File: src/rtl/ps2_rx_fifo.sv
// PS/2 device-to-host receiver. The line inputs are synchronised and the clock
// is deglitched. 11-bit frames are deframed and checked, and the accepted
// bytes, or key events in decoded mode, are buffered in a FIFO for the CPU.
module ps2_rx_fifo #(
  parameter int unsigned AW         = 3,
  parameter int unsigned FILTER_LEN = 4,
  parameter int unsigned TIMEOUT    = 50000,
  parameter int unsigned RAW_MODE   = 1
) (
  input  logic          clk,
  input  logic          clrn,
  input  logic          ps2_clk,
  input  logic          ps2_data,
  input  logic          rdn,
  input  logic          clr_err,
  output logic [9:0]    data,
  output logic          ready,
  output logic          overflow,
  output logic          parity_err,
  output logic          frame_err,
  output logic [AW:0]   level
);

  localparam int unsigned DEPTH = 2 ** AW;
  localparam int unsigned FW    = $clog2(FILTER_LEN + 1);
  localparam int unsigned TW    = $clog2(TIMEOUT + 1);
  localparam logic [FW-1:0] FILT_MAX = FW'(FILTER_LEN - 1);
  localparam logic [TW-1:0] WD_MAX   = TW'(TIMEOUT - 1);
  localparam logic [AW:0]   FULL_LVL = (AW + 1)'(DEPTH);

  logic          clk_s1, clk_s2, dat_s1, dat_s2;
  logic          filt_clk, filt_prev;
  logic [FW-1:0] filt_cnt;
  logic          strobe;
  logic [3:0]    bit_cnt;
  logic [9:0]    shreg;
  logic          ext_pend, brk_pend;
  logic [TW-1:0] wd_cnt;
  logic          timeout;
  logic          frame_done, frame_bad, par_bad, byte_ok;
  logic [7:0]    rx_byte;
  logic          push_req;
  logic [9:0]    push_data;
  logic [9:0]    mem [DEPTH];
  logic [AW-1:0] w_ptr, r_ptr;
  logic          pop, push_ok;

  // Two-flop synchronisers for both PS/2 lines
  always_ff @(posedge clk or negedge clrn) begin
    if (!clrn) begin
      clk_s1 <= 1'b1;
      clk_s2 <= 1'b1;
      dat_s1 <= 1'b1;
      dat_s2 <= 1'b1;
    end else begin
      clk_s1 <= ps2_clk;
      clk_s2 <= clk_s1;
      dat_s1 <= ps2_data;
      dat_s2 <= dat_s1;
    end
  end

  // Stability filter: the filtered clock follows only after FILTER_LEN stable cycles
  always_ff @(posedge clk or negedge clrn) begin
    if (!clrn) begin
      filt_clk  <= 1'b1;
      filt_prev <= 1'b1;
      filt_cnt  <= '0;
    end else begin
      filt_prev <= filt_clk;
      if (clk_s2 == filt_clk) begin
        filt_cnt <= '0;
      end else if (filt_cnt == FILT_MAX) begin
        filt_clk <= clk_s2;
        filt_cnt <= '0;
      end else begin
        filt_cnt <= filt_cnt + 1'b1;
      end
    end
  end

  assign strobe  = filt_prev & ~filt_clk;
  assign timeout = (bit_cnt != 4'd0) && !strobe && (wd_cnt == WD_MAX);

  // Frame checks run at the stop-bit strobe; the stop bit is the live data bit
  always_comb begin
    rx_byte    = shreg[8:1];
    frame_done = strobe && (bit_cnt == 4'd10);
    frame_bad  = frame_done && (shreg[0] || !dat_s2);
    par_bad    = frame_done && !frame_bad && !(^shreg[9:1]);
    byte_ok    = frame_done && !frame_bad && !par_bad;
    if (RAW_MODE != 0) begin
      push_req  = byte_ok;
      push_data = {2'b00, rx_byte};
    end else begin
      push_req  = byte_ok && (rx_byte != 8'hE0) && (rx_byte != 8'hF0);
      push_data = {ext_pend, brk_pend, rx_byte};
    end
  end

  // Deframer bit counter, shift register and prefix tracking
  always_ff @(posedge clk or negedge clrn) begin
    if (!clrn) begin
      bit_cnt  <= '0;
      shreg    <= '0;
      ext_pend <= 1'b0;
      brk_pend <= 1'b0;
    end else if (timeout) begin
      bit_cnt  <= '0;
      ext_pend <= 1'b0;
      brk_pend <= 1'b0;
    end else if (strobe) begin
      if (bit_cnt == 4'd10) begin
        bit_cnt <= '0;
      end else begin
        shreg[bit_cnt] <= dat_s2;
        bit_cnt        <= bit_cnt + 1'b1;
      end
      if (byte_ok && (RAW_MODE == 0)) begin
        if (rx_byte == 8'hE0) begin
          ext_pend <= 1'b1;
        end else if (rx_byte == 8'hF0) begin
          brk_pend <= 1'b1;
        end else begin
          ext_pend <= 1'b0;
          brk_pend <= 1'b0;
        end
      end
    end
  end

  // Watchdog: counts idle cycles only while a frame is partially received
  always_ff @(posedge clk or negedge clrn) begin
    if (!clrn) begin
      wd_cnt <= '0;
    end else if (bit_cnt == 4'd0 || strobe || timeout) begin
      wd_cnt <= '0;
    end else begin
      wd_cnt <= wd_cnt + 1'b1;
    end
  end

  // Sticky error flags; a new error beats a simultaneous clear
  always_ff @(posedge clk or negedge clrn) begin
    if (!clrn) begin
      parity_err <= 1'b0;
      frame_err  <= 1'b0;
    end else begin
      parity_err <= (parity_err && !clr_err) || par_bad;
      frame_err  <= (frame_err && !clr_err) || frame_bad || timeout;
    end
  end

  assign ready   = (level != '0);
  assign pop     = !rdn && ready;
  assign push_ok = push_req && ((level != FULL_LVL) || pop);
  assign data    = mem[r_ptr];

  // FIFO storage, pointers, fill level and overflow flag
  always_ff @(posedge clk or negedge clrn) begin
    if (!clrn) begin
      for (int i = 0; i < DEPTH; i++) mem[i] <= '0;
      w_ptr    <= '0;
      r_ptr    <= '0;
      level    <= '0;
      overflow <= 1'b0;
    end else begin
      if (push_ok) begin
        mem[w_ptr] <= push_data;
        w_ptr      <= w_ptr + 1'b1;
      end
      if (pop) begin
        r_ptr    <= r_ptr + 1'b1;
        overflow <= 1'b0;
      end else if (push_req && !push_ok) begin
        overflow <= 1'b1;
      end
      if (push_ok && !pop) begin
        level <= level + 1'b1;
      end else if (pop && !push_ok) begin
        level <= level - 1'b1;
      end
    end
  end

endmodule

File: config.mk
export PLATFORM = sky130hd
export DESIGN_NAME = ps2_rx_fifo
export DESIGN_NICKNAME = d
export VERILOG_FILES = /design/src/rtl/ps2_rx_fifo.sv
export SDC_FILE = /design/constraint.sdc
export NUM_CORES = 1
export LEC_CHECK = 0
export BUFFER_PORTS_ARGS = -buffer_cell sky130_fd_sc_hd__buf_2
export CORE_AREA = 2 2 131 133
export CTS_BUF_LIST = sky130_fd_sc_hd__clkbuf_2
export CTS_CLUSTER_SIZE = 24
export DETAILED_ROUTE_END_ITERATION = 7
export DIE_AREA = 0 0 133 135
export HOLD_SLACK_MARGIN = 0.08
export SLEW_MARGIN = 10
export SYNTH_ARGS = -nofsm -noshare
export SYNTH_HDL_FRONTEND = slang
export SYNTH_SLANG_ARGS = --single-unit
File: constraint.sdc
create_clock -name clk -period 4 [get_ports clk]
set_input_delay 0.8 -clock clk [delete_from_list [all_inputs] [get_ports clk]]
set_output_delay 0.8 -clock clk [all_outputs]
set_load 0.02 [all_outputs]
# Yosys cells after proc, flatten, opt, wreduce, memory -nomap -nowiden
# Index checks and enable logic that the tools add are counted.
[classes]
addsub = 7
n_mul = 0
n_div = 0
order_cmp = 5
eq_ne = 5
shifts = 0
muxes = 19
n_bitwise = 7
reduce_logical = 41
[op_table]
columns = ["cell", "n"]
rows = [
  ["bitwise mux 80 bit", 1],
  ["binary-select mux 10 bit (select 3 bit)", 1],
  ["demux 10 bit (select 3 bit)", 1],
  ["2-to-1 mux 10 bit", 3],
  ["2-to-1 mux 4 bit", 5],
  ["adder 16 x 1 -> 16 bit, second input constant", 1],
  ["== test 16 bit, second input constant", 1],
  ["logical AND 1 bit", 16],
  ["2-to-1 mux 16 bit", 1],
  ["bitwise mux 10 bit", 1],
  ["adder 3 x 1 -> 3 bit, second input constant", 3],
  ["logical NOT 1 bit", 9],
  ["parity 9 bit", 1],
  ["adder 4 x 1 -> 4 bit, second input constant", 2],
  [">= comparator 4 bit, second input constant", 2],
  ["inverter 3 -> 4 bit", 2],
  ["nonzero test 4 bit", 2],
  ["logical OR 1 bit", 7],
  ["2-to-1 mux 3 bit", 2],
  ["nonzero test 2 bit", 3],
  ["< comparator 4 x 5 -> 1 bit, second input constant", 1],
  ["demux 1 bit (select 4 bit)", 1],
  ["== test 4 bit, second input constant", 1],
  [">= comparator 4 x 1 -> 1 bit, second input constant", 1],
  ["11 further kinds", 16],
]
[totals]
ff_bits = 132
latchBits = 0
mem_bits_rw = 0
mem_bits_ro = 0
in_bits = 6
output_inout_bits = 18
word_cells = 108
memories = 0

# Longest topological paths before layout
# Gate-level depths: netlist (run 1).
[depth]
ltp_word = 14
mapped_depth = 13
depth_no_buf = 12

# Worst setup path after synthesis (run 1)
# No wires, ideal clock.
[synth_timing]
path_kind = "register to register"
start = "register shreg[3]"
end = "register level[3]"
setup_ns = 0.132
t_arrival_ns = 2.693
required_time_ns = 3.868
slack_ns = 1.175
path_stages_with_launch = 14
n_path_buf = 1
period_less_slack_ns = 2.825
cell_sequence = "dfrtp_1 -> buf_6 -> xnor2_1 -> xnor3_1 -> xnor2_2 -> nor3b_2 -> ha_1 -> inv_1 -> ha_1 -> a21o_1 -> a21oi_1 -> xnor2_1 -> nor2_1 -> xor2_1"
[synth_via]
elab_chain_len = 9
elab_cells_between_ends = 11
cone_classes = "mux (1); reduce/logical (10)"
[synth_lines]
columns = ["item", "line", "text"]
rows = [
  ["start: declaration", "36", "logic [9:0] shreg;"],
  ["start signal: indexed assignment", "116", "shreg[bit_cnt] <= dat_s2;"],
  ["parity 9 bit *", "90", "par_bad = frame_done && !frame_bad && !(^shreg[9:1]);"],
  ["logical NOT 1 bit *", "90", ""],
  ["logical AND 1 bit *", "90", ""],
  ["logical NOT 1 bit *", "91", "byte_ok = frame_done && !frame_bad && !par_bad;"],
  ["logical AND 1 bit *", "91", ""],
  ["logical AND 1 bit *", "156", "assign push_ok = push_req && ((level != FULL_LVL) || pop);"],
  ["net push_ok", "46", "logic pop, push_ok;"],
  ["logical NOT 1 bit", "180", "end else if (pop && !push_ok) begin"],
  ["logical AND 1 bit", "180", ""],
  ["nonzero test 2 bit (no line)", "-", ""],
  ["end signal: assignment", "179", "level <= level + 1'b1;"],
  ["end signal: assignment", "181", "level <= level - 1'b1;"],
  ["end: declaration", "21", "output logic [AW:0] level"],
]
# Mark *: on every way through the listed nets, which the timed path passes. The rest lies on a longest branch.
# A chain may end at the register's enable or synchronous reset.

# Worst setup path after layout (run 1)
[layout_timing]
start = "register r_ptr[1]"
end = "output data[2]"
[layout_via]
elab_chain_len = 4
[layout_lines]
columns = ["item", "line", "text"]
rows = [
  ["start: declaration", "45", "logic [AW-1:0] w_ptr, r_ptr;"],
  ["start signal: assignment", "173", "r_ptr <= r_ptr + 1'b1;"],
  ["inverter 3 -> 4 bit (implied by the code)", "157", "assign data = mem[r_ptr];"],
  ["binary-select mux 10 bit (select 3 bit)", "157", ""],
  ["2-to-1 mux 10 bit (implied by the code) (2 in a row)", "157", ""],
  ["end: declaration", "16", "output logic [9:0] data,"],
]
# Every way passes these cells. The select of a mux whose other input is x is not followed.

==> impl_metrics.env, run 1 <==
export IMPL_fin_ws_ps=707
export IMPL_place_gp_congestion=0.762
export IMPL_crit_required_ps=3200
export IMPL_path_delay_family="flip-flops"
export IMPL_cts_resized_gates=0
export IMPL_grt_pass1_wl_um=18200
export IMPL_path_buf_inv=1
export IMPL_cts_max_path_buffers=2
export IMPL_synth_top_family_by_area="multiplexers"
export IMPL_tns_ps=0
export IMPL_ant_nets=0
export IMPL_synth_xor_area_frac=0.0524
export IMPL_grt_pass1_vias=3340
export IMPL_crit_path_start_kind="flip-flop"
export IMPL_path_cells="mux4_2, mux2_2, buf_2"
export IMPL_ctsHoldBuffers=0
export IMPL_end_kind="output pin"
export IMPL_via_per_inst=4.73
export IMPL_core_mm2=0.0164
export IMPL_cts_num_sinks=116
export IMPL_num_rows=47
export IMPL_wire_per_inst_um=16.3
export IMPL_p_leak_nw=3.05
export IMPL_maxCapViolCount=0
export IMPL_ys_seq_area_frac=0.508
export IMPL_period_share=0.823
export IMPL_ys_ff_latch=116
export IMPL_finClkSkew_ps=32.3
export IMPL_synth_cells=402
export IMPL_met3_usage=0.0387
export IMPL_place_hpwl_um=7040
export IMPL_start_util=0.349
export IMPL_cts_buffers=17
export IMPL_synthFlopType="dfrtp_1"
export IMPL_grt_max_degree=70
export IMPL_syn_to_final_growth_pct=10.7
export IMPL_grt_util_met1=0.175
export IMPL_mostFrequentLayoutCells="110 x dfrtp_1, 56 x mux2_4, 25 x nor2_1, 21 x nand2_1"
export IMPL_layout_commonest_cell="dfrtp_1"
export IMPL_die_y_um=135
export IMPL_finalCriticalPeriod_ps=3290
export IMPL_path_clk_slew_ps=190
export IMPL_hold_violations=0
export IMPL_io_pins=24
export IMPL_nets=438
export IMPL_grt_use_met2=0.209
export IMPL_portBuffers=21
export IMPL_antenna_cells_inserted=0
export IMPL_die_area_mm2=0.0180
export IMPL_overflow=0
export IMPL_slew_headroom=0.282
export IMPL_setup_violations=0
export IMPL_yosysWarnings=0
export IMPL_arrival_ps=2490
export IMPL_irDropWorstVdd_v=0.000356
export IMPL_synth_edf_count=0
export IMPL_preCtsSetupSlack_ps=964
export IMPL_path_max_fanout=18
export IMPL_postSynthAreaPerCell_um2=14.2
export IMPL_slowest_delay_ps=950
export IMPL_cts_root_buffer="clkbuf_2"
export IMPL_synthMuxAreaShare=0.269
export IMPL_synthSimpleGateAreaFrac=0.109
export IMPL_postCtsSetupBuffers=0
export IMPL_worstMarginPinSlew_ps=1070
export IMPL_h_tree_depth=4
export IMPL_synth_fa_ha_area_frac=0.0188
export IMPL_synth_area_mm2=0.00573
export IMPL_rsz0062_at_grt="false"
export IMPL_max_freq_mhz=304
export IMPL_vias=3107
export IMPL_drive_gt1_frac=0.362
export IMPL_power_density_mw_per_mm2=591
export IMPL_routed_wl_um=10700
export IMPL_cts_tree="done"
export IMPL_setup_worst_path_class="reg2out"
export IMPL_synth_compound_area_frac=0.0166
export IMPL_grt_total_usage=0.132
export IMPL_drt_iter0_drc=151
export IMPL_grt_busiest_layer="met2"
export IMPL_holdWs_ps=201
export IMPL_slew_violations=0
export IMPL_clkLatencyLatePin_ps=670
export IMPL_netlist_cell_type_count=50
export IMPL_crit_slowest_cell="dfrtp_1"
export IMPL_antenna_found_initial=0
export IMPL_status="finished clean"
export IMPL_hold_class="in2async"
export IMPL_postSynth_asyncResetShare=1.00
export IMPL_drt_pass1_iter_count=5
export IMPL_dieWidth_um=133
export IMPL_drc=0
-- metrics by stage --
| step | power (mW) | cells | cell area (um2) | utilization |
|---|---|---|---|---|
| final | 3.75 | 657 | 6340 | 0.386 |
| after global routing | 4.02 | 657 | 6340 | 0.386 |
| after CTS | 3.81 | 657 | 6340 | 0.386 |
| after detailed placement | 2.80 | 625 | 6020 | 0.367 |
| after global placement | 2.76 | 625 | 6020 | 0.367 |
| after floorplan | 2.59 | 403 | 5730 | - |
-- flip-flops by register name, indices dropped and copies added (netlist names), 3 cells and up --
name and count:
mem 64, wd_cnt 16, shreg 10, bit_cnt 4
level 4, filt_cnt 3, r_ptr 3, w_ptr 3
-- layer usage --
| layer | up-vias | routed length, um |
|---|---|---|
| met5 | - | 0 |
| met4 | 0 | 117 |
| met3 | 10 | 334 |
| met2 | 38 | 5130 |
| met1 | 1591 | 5160 |
| li1 | 1468 | - |
-- report_power, final --
group          leakage (nW)  internal, mW  switching, mW
combinational          1.32         0.511          0.621
sequential             1.56          1.33          0.298
clock                 0.171         0.529          0.458
total                  3.05          2.37           1.38
-- cells in the mapped netlist, types with 5 or more instances --
cell	number	area (um2)
nand2_1	21	78.8
mux2_2	10	113
ha_1	7	87.6
xor2_1	13	114
nor2b_1	8	50.1
nand3_4	7	123
dfstp_2	6	158
mux4_2	16	360
nand3_1	9	45.0
nor2_1	25	93.8
buf_2	7	35.0
dfrtp_1	110	2750
clkbuf_1	5	18.8
xnor2_1	15	131
nor3_1	8	40.0
mux2_1	20	225
mux2_4	56	841
-- final cells by class --
cell class / instances / area [um2]
Sequential cell: 116 / 2910
Timing Repair Buffer: 25 / 138
Fill cell: 1529 / 10100
Clock inverter: 15 / 236
Inverter: 5 / 18.8
Clock buffer: 17 / 85.1
Tap cell: 220 / 275
Multi-Input combinational cell: 259 / 2680
-- path summary, 6_finish.rpt --
kind	start	to	slack (ps)	cells after the start
worst max-delay path	r_ptr[1]$_DFFE_PN0P_	data[2]	710	3
worst min-delay path	clrn	mem[0]$_DFFE_PN0P_	200	1
worst max register to register	shreg[6]$_DFFE_PN0P_	level[3]$_DFFE_PN0P_	980	12
worst min register to register	dat_s1$_DFF_PN1_	dat_s2$_DFF_PN1_	350	0
max in group asynchronous	clrn	mem[71]$_DFFE_PN0P_	2910	2
min in group clk	ps2_clk	clk_s1$_DFF_PN1_	220	1
-- cells by family (layout without fill, tap and decap cells) --
logic type	Yosys count	count (layout)
adder cells (fa/ha/maj)	8	8
buffers and inverters	28	62
AO/OA/AOI/OAI	14	14
multiplexers	102	102
XOR/XNOR	31	31
flip-flops	116	116
other	1	2
AND/OR/NAND/NOR	102	102
Power figures use the tool's default switching activity.
==> run 2: changes to the inputs <==
Clock period 4 ns to 3.1 ns, I/O delays scaled along.
==> impl_metrics.env, run 2 (same netlist as run 1, synthesis figures left out) <==
export IMPL_h_tree_depth=4
export IMPL_core_mm2=0.0164
export IMPL_nets=447
export IMPL_portBuffers=21
export IMPL_slowest_delay_ps=550
export IMPL_antenna_cells_inserted=0
export IMPL_period_share=0.940
export IMPL_grt_max_degree=117
export IMPL_reg_top3="mem: 64 flops, wd_cnt: 16 flops, shreg: 10 flops"
export IMPL_io_pins=24
export IMPL_vias=3212
export IMPL_rrSetupSlack_ps=200
export IMPL_place_gp_congestion=0.798
export IMPL_via_per_inst=4.83
export IMPL_cts_tree="done"
export IMPL_top_layer_used="met4"
export IMPL_hold_violations=0
export IMPL_max_freq_mhz=343
export IMPL_start_util=0.349
export IMPL_path_cells="buf_8, mux4_2, mux2_2, buf_2"
export IMPL_drt_pass1_iter_count=6
export IMPL_finalCriticalPeriod_ps=2910
export IMPL_antenna_found_initial=0
export IMPL_wl_met1_um=5200
export IMPL_final_util=0.389
export IMPL_cts_max_path_buffers=2
export IMPL_cts_root_buffer="clkbuf_2"
export IMPL_status="finished clean"
export IMPL_slew_violations=0
export IMPL_crit_required_ps=2480
export IMPL_tns_ps=0
export IMPL_rsz0062_at_grt="false"
export IMPL_mostFrequentLayoutCells="108 x dfrtp_1, 56 x mux2_4, 25 x nor2_1, 21 x nand2_1"
export IMPL_place_area_mm2=0.00607
export IMPL_power_density_mw_per_mm2=746
export IMPL_largest_register="mem"
export IMPL_grt_pass1_wl_um=18400
export IMPL_n_fill_cell=1521
export IMPL_finClkSkew_ps=45.6
export IMPL_path_max_fanout=18
export IMPL_die_area_mm2=0.0180
export IMPL_num_rows=47
export IMPL_grt_total_usage=0.134
export IMPL_drive_gt1_frac=0.373
export IMPL_wire_per_inst_um=16.3
export IMPL_dp_cells=631
export IMPL_instances_no_fill=665
export IMPL_p_leak_nw=3.08
export IMPL_arrival_ps=2290
export IMPL_setup_violations=0
export IMPL_wl_met3_um=431
export IMPL_layout_commonest_cell="dfrtp_1"
export IMPL_worstMarginPinSlew_ps=694
export IMPL_seq_area_mm2=0.00291
export IMPL_ant_nets=0
export IMPL_slew_headroom=0.536
export IMPL_routed_wl_um=10800
export IMPL_hold_class="in2reg"
export IMPL_stdcell_area_mm2=0.00639
export IMPL_multiInputGateArea_mm2=0.00268
export IMPL_end_kind="output pin"
export IMPL_clkLatencyLatePin_ps=690
export IMPL_cts_num_sinks=116
export IMPL_drc=0
export IMPL_setup_worst_path_class="reg2out"
export IMPL_path_clk_slew_ps=180
export IMPL_irDropWorstVdd_v=0.000532
export IMPL_cts_buffers=17
export IMPL_dieWidth_um=133
export IMPL_crit_path_start_kind="flip-flop"
export IMPL_maxCapViolCount=0
export IMPL_met2_length_um=5070
export IMPL_die_y_um=135
export IMPL_place_hpwl_um=6920
export IMPL_overflow=0
export IMPL_largest_register_ffs=64
export IMPL_grt_pass1_vias=3442
export IMPL_drt_iter0_drc=167
export IMPL_syn_to_final_growth_pct=11.5
export IMPL_crit_slowest_cell="mux4_2"
-- run 2: cell types whose count changed in the layout (fill, tap and decap cells not counted), moves of 2 or more --
cell	previous run	this run
bufinv_16	6	4
dfrtp_2	0	2
dfrtp_1	110	108
buf_4	5	9
dlygate4sd3_1	0	3
-- run 2: what timing repair did --
item,in CTS,in global routing
endpoints found under the setup margin,8,8
gates resized for setup,2,2
setup buffers,0,0
hold buffers,3,0
pin swaps,0,0
cloned,0,0
hold endpoints to repair,112,0
-- run 2: area by class of cell --
| type | count | area share |
|---|---|---|
| clock inverter | 13 | 0.0288 |
| inverter | 5 | 0.00294 |
| multi-input combinational | 259 | 0.419 |
| clock buffer | 18 | 0.0141 |
| sequential | 116 | 0.456 |
| tap | 220 | 0.0431 |
| timing repair buffer | 34 | 0.0364 |
-- run 2: power by group --
group | total [mW] | internal (mW) | switching (mW)
registers | 2.06 | 1.72 | 0.342
clock network | 1.12 | 0.526 | 0.598
logic | 1.58 | 0.712 | 0.868
total | 4.77 | 2.96 | 1.81
-- run 2: final timing paths --
path,start,endpoint,cells past startpoint
setup / recovery,r_ptr[0]$_DFFE_PN0P_,data[3],4
hold / removal,clr_err,parity_err$_DFF_PN0_,3
setup reg to reg,shreg[3]$_DFFE_PN0P_,level[3]$_DFFE_PN0P_,12
hold reg to reg,clk_s1$_DFF_PN1_,clk_s2$_DFF_PN1_,0
max in group asynchronous,clrn,r_ptr[1]$_DFFE_PN0P_,3
min in group asynchronous,clrn,mem[32]$_DFFE_PN0P_,3
-- run 2: stage by stage --
stage	setup WS (ps)	power, mW	hold slack, ps
after floorplan	275	3.34	324
after global placement	256	3.62	346
after detailed placement	190	3.67	347
after CTS	47.6	4.81	151
after global routing	2.94	5.05	179
final	186	4.77	228
-- run 2: worst max-delay path, delay by kind of cell (launching register included) --
family	cells	cell delay [ps]
buffers and inverters	2	400
multiplexers	2	830
flip-flops	1	390
-- run 2: routing by layer --
| layer | global-route usage | vias up |
|---|---|---|
| met3 | 0.0439 | 12 |
| met5 | 0 | - |
| met2 | 0.208 | 58 |
| met1 | 0.179 | 1652 |
| met4 | 0.0394 | 0 |
| li1 | - | 1490 |
